[src/rtl/nibble_add_sequencer.sv]
// nibble_add_sequencer: round-robin arbiter and sequencer sharing one external
// 4-bit lookahead adder slice between two requesters. Each WIDTH-bit operation
// takes NIBBLES passes, least-significant nibble first, with the inter-nibble
// carry held in a register.
// Optional feature macro: NIBBLE_ADD_SEQ_SUB_EN adds sub0/sub1 inputs that
// select A-B (via ~B and an initial carry of 1) instead of A+B.
module nibble_add_sequencer #(
   parameter int unsigned WIDTH = 16
) (
   input  logic             clk,
   input  logic             rst_n,
   input  logic             req0,
   input  logic [WIDTH-1:0] a0,
   input  logic [WIDTH-1:0] b0,
   input  logic             req1,
   input  logic [WIDTH-1:0] a1,
   input  logic [WIDTH-1:0] b1,
`ifdef NIBBLE_ADD_SEQ_SUB_EN
   input  logic             sub0,
   input  logic             sub1,
`endif
   output logic             gnt0,
   output logic             gnt1,
   output logic             busy,
   output logic             done,
   output logic             owner,
   output logic [WIDTH-1:0] sum,
   output logic             cout,
   output logic [3:0]       add_a,
   output logic [3:0]       add_b,
   output logic             add_cin,
   input  logic [3:0]       add_s,
   input  logic             add_cout
);

   localparam int unsigned NIBBLES = WIDTH / 4;
   localparam int unsigned IDX_W   = (NIBBLES > 1) ? $clog2(NIBBLES) : 1;

   typedef enum logic [1:0] {StIdle, StRun, StDone} state_e;

   state_e             state_q, state_d;
   logic [WIDTH-1:0]   op_a_q, op_b_q, work_q, work_d, sum_q;
   logic [IDX_W-1:0]   idx_q;
   logic               carry_q, cout_q, owner_q, cur_q, prio1_q, sub_q;
   logic               gnt0_q, gnt1_q;
   logic               req_any, grant_sel, sub_sel, last_nib;
   logic [3:0]         nib_a, nib_b;

   assign req_any   = req0 | req1;
   // req1 wins when it is alone, or when both pend and req0 was served last.
   assign grant_sel = req1 & (~req0 | prio1_q);
   assign last_nib  = (idx_q == IDX_W'(NIBBLES - 1));

`ifdef NIBBLE_ADD_SEQ_SUB_EN
   assign sub_sel = grant_sel ? sub1 : sub0;
`else
   assign sub_sel = 1'b0;
`endif

   // State register.
   always_ff @(posedge clk or negedge rst_n) begin
      if (!rst_n) begin
         state_q <= StIdle;
      end else begin
         state_q <= state_d;
      end
   end

   // Next-state logic.
   always_comb begin
      state_d = state_q;
      unique case (state_q)
         StIdle:  if (req_any) state_d = StRun;
         StRun:   if (last_nib) state_d = StDone;
         StDone:  state_d = StIdle;
         default: state_d = StIdle;
      endcase
   end

   // Select the current operand nibbles and merge the slice sum into the working result.
   always_comb begin
      nib_a  = 4'h0;
      nib_b  = 4'h0;
      work_d = work_q;
      for (int i = 0; i < int'(NIBBLES); i++) begin
         if (idx_q == IDX_W'(i)) begin
            nib_a              = op_a_q[4*i +: 4];
            nib_b              = op_b_q[4*i +: 4];
            work_d[4*i +: 4]   = add_s;
         end
      end
   end

   // Adder slice drive: only active in RUN, quiet zeros otherwise.
   always_comb begin
      add_a   = 4'h0;
      add_b   = 4'h0;
      add_cin = 1'b0;
      if (state_q == StRun) begin
         add_a   = nib_a;
         add_b   = sub_q ? ~nib_b : nib_b;
         add_cin = carry_q;
      end
   end

   // Datapath: operand capture at grant, nibble-serial accumulate, result publish.
   always_ff @(posedge clk or negedge rst_n) begin
      if (!rst_n) begin
         op_a_q  <= '0;
         op_b_q  <= '0;
         work_q  <= '0;
         sum_q   <= '0;
         idx_q   <= '0;
         carry_q <= 1'b0;
         cout_q  <= 1'b0;
         owner_q <= 1'b0;
         cur_q   <= 1'b0;
         prio1_q <= 1'b0;
         sub_q   <= 1'b0;
         gnt0_q  <= 1'b0;
         gnt1_q  <= 1'b0;
      end else begin
         gnt0_q <= 1'b0;
         gnt1_q <= 1'b0;
         unique case (state_q)
            StIdle: begin
               if (req_any) begin
                  op_a_q  <= grant_sel ? a1 : a0;
                  op_b_q  <= grant_sel ? b1 : b0;
                  sub_q   <= sub_sel;
                  // Fresh carry every operation; subtraction seeds the +1 of two's complement.
                  carry_q <= sub_sel;
                  idx_q   <= '0;
                  cur_q   <= grant_sel;
                  prio1_q <= ~grant_sel;
                  gnt0_q  <= ~grant_sel;
                  gnt1_q  <= grant_sel;
               end
            end
            StRun: begin
               work_q  <= work_d;
               carry_q <= add_cout;
               if (last_nib) begin
                  idx_q   <= '0;
                  sum_q   <= work_d;
                  cout_q  <= add_cout;
                  owner_q <= cur_q;
               end else begin
                  idx_q <= idx_q + 1'b1;
               end
            end
            default: ;
         endcase
      end
   end

   assign gnt0  = gnt0_q;
   assign gnt1  = gnt1_q;
   assign busy  = (state_q != StIdle);
   assign done  = (state_q == StDone);
   assign owner = owner_q;
   assign sum   = sum_q;
   assign cout  = cout_q;

endmodule

[config.mk]
export PLATFORM = sky130hd
export DESIGN_NAME = nibble_add_sequencer
export DESIGN_NICKNAME = d
export VERILOG_FILES = /design/src/rtl/nibble_add_sequencer.sv
export SDC_FILE = /design/constraint.sdc
export NUM_CORES = 1
export LEC_CHECK = 0
export CORE_MARGIN = 2
export CORE_UTILIZATION = 35
export DETAILED_ROUTE_END_ITERATION = 7
export DONT_BUFFER_PORTS = 1
export PLACE_DENSITY = 0.46
export SLEW_MARGIN = 20
export SYNTH_ARGS = -nofsm -noshare
export SYNTH_HDL_FRONTEND = slang
export SYNTH_SLANG_ARGS = --single-unit
[constraint.sdc]
create_clock -name clk -period 5.2 [get_ports clk]
set_input_delay 0.78 -clock clk [delete_from_list [all_inputs] [get_ports clk]]
set_output_delay 0.78 -clock clk [all_outputs]
set_load 0.03 [all_outputs]
==> flow_summary.ini <==
[synth]
synth_mux_area_share_pct = 9.65
yosys.area_share.simple_pct = 13.3
synth_top_area_cell = dfrtp_1
synth_compound_area_share_pct = 17.9
ys_top_cells_by_count = dfrtp_1 (71), and3_1 (33), a221o_1 (32), nand2_1 (19), mux2_2 (18)
avgSynthCellArea_sq_um = 11.8
synth_xor_area_share_pct = 0
synthFlopType = dfrtp_1
synth_top_area_share_pct = 53.1
synthAdderAreaFrac_pct = 1.50
syn_nets = 361
synth_edf_count = 0
yosysWarnings = 0
ys_seq_area_share_pct = 53.1
synth_area_leaders = dfrtp_1 (53%), a221o_1 (9.6%), and3_1 (6.2%)
synth.distinct_cells = 34
synth-seq-cells = 71
async_reset_ff_share_pct = 100
syn_inst = 284
synth_most_common_cell = dfrtp_1
synth_top_family_by_area = compound AO/OA/AOI/OAI gates
syn-cell-area_sq_um = 3350

[cells_and_area]
fin_util_pct = 39.2
layout.nets = 353
drive_above_1_share_pct = 16.7
fin_area_sq_um = 3620
antenna_cells = 0
nFillCells = 918
fin_cells = 410
syn2layout_area_growth_pct = 8.34

[power_and_ir_drop]
power.leakage_nw = 1.69
vdd_drop_max_uv = 215
power_mw = 2.63
power_density_nw_per_um2 = 727

[floorplan]
start_util_pct = 36.2
dieHeight_um = 102
rows = 35
ios = 104
dieArea_sq_um = 10400
fp.coreArea_sq_um = 9240
die_x_um = 102

[setup_path]
cp-start-kind = flop
end_kind = output pin
crit_required_ns = 4.42
worst-endpoint-arrival_ns = 2.84
reg2reg_slack_ns = 2.91
path_class = reg -> out
worstPathMaxFanout = 15

[drt]
antenna_left = 0
routedWlPerCell_um = 20.3
vias_per_cell = 5.64
initialDrtViolationCount = 120
vias = 2313
firstDrtPassIters = 4
drc = 0
wirelength_um = 8330

[global_route]
grt_pass1_vias = 2383
antenna_found_initial = 0
grt.total_usage_pct = 16.5
grt_remaining_overflow = 0
grt_pass1_wl_um = 12800
grt_max_degree = 72

[timing]
finalSetupViolCount = 0
post-route-period-util_pct = 69.7
max_clock_freq_ghz = 0.276
slew_violations = 0
holdWs_ns = 0.136
worst_slew_pin_slew_ns = 0.861
slew_headroom_pct = 41.9
setup_ws_ns = 1.58
finalHoldViolCount = 0
skew_ns = 0.0135
tns_ns = 0
post-route-min-period_ns = 3.62
rsz0062_at_grt = no

[clock_network]
clkTransAtPathRegs_ns = 0.08
cts-root-buf = clkbuf_8
clock_path_buffers = 2
hold_buffers = 0
htree_levels = 3
cts_sinks = 71
cts.repair.resized = 0
cts_buffers = 9
cts_setup_buffers = 0
clock_latency_ns = 0.34
cts_tree = done

[placed_design]
dpl-instance-area_sq_um = 3420
dp_hpwl_um = 5500
post-place-ws_ns = 1.94
gp_congestion = 0.756
place_inst = 394
port_buffers = 0

[run]
maxCapViolCount = 0

[min_path]
worstHoldPathType = in -> async

[outcome]
status = finished clean
-- layout make-up --
| type | count | area (sq um) | share of cell area, % |
|---|---|---|---|
| flip-flops and latches | 71 | 1780 | 49.0 |
| multi-input cells | 183 | 1430 | 39.6 |
| well taps | 129 | 161 | 4.45 |
| clock buffers | 12 | 145 | 4.00 |
| repair buffers | 7 | 47.5 | 1.31 |
| clock inverters | 4 | 45.0 | 1.24 |
| inverters | 4 | 15.0 | 0.414 |
-- path summary, 6_finish.rpt --
check,startpoint,endpoint,cells past startpoint
setup / recovery,idx_q[1],add_b[2],5
hold / removal,rst_n,op_a_q[3],0
setup reg to reg,idx_q[0],sum[15],3
hold reg to reg,cur_q,cur_q,1
max in group asynchronous,rst_n,idx_q[0],0
min in group clk,cur_q,cur_q,1
-- cells by family (layout without fill, tap and decap cells) --
family	after synthesis	count (layout)
mux	30	30
buf+inv	30	27
fa+ha+maj	4	4
compound gates	69	69
flops	71	71
simple gates	80	80
-- layer usage --
metal,track usage [%],routed length (um)
met1,21.7,3790
met4,5.93,129
met5,0,0
met2,25.4,3840
met3,5.38,575
-- flip-flops by register name, summed over array words and instances (netlist names) --
name	cells
gnt0	1
op_a_q	16
op_b_q	16
owner	1
state_q	2
cout	1
idx_q	2
prio1_q	1
gnt1	1
work_q	12
sum	16
carry_q	1
cur_q	1
-- report_power, final --
| part | switching, mW | internal (mW) | total (mW) |
|---|---|---|---|
| logic | 0.604 | 0.445 | 1.05 |
| clock network | 0.204 | 0.233 | 0.437 |
| registers | 0.325 | 0.823 | 1.15 |
| total | 1.13 | 1.50 | 2.63 |
-- placed cells by master, fill, tap and decap left out, types with 3 or more instances in the layout --
cell       n
a221o_1   32
a221oi_1   7
and3_1    33
buf_4      3
clkbuf_8  10
clkinv_2   3
dfrtp_1   71
ha_1       4
inv_1      4
mux2_2    18
mux2i_1   12
nand2_1   19
nand3_1    7
nor2b_1    9
o21ai_0   15
o41ai_1    4
o41ai_2    3
-- worst max-delay path: stages (launching register included) --
cell	delay, ns
dfrtp_1	0.38
inv_1	0.09
ha_1	0.44
nor2b_1	0.60
a221oi_1	0.18
o41ai_2	0.81
(Power assumes the default switching activity.)
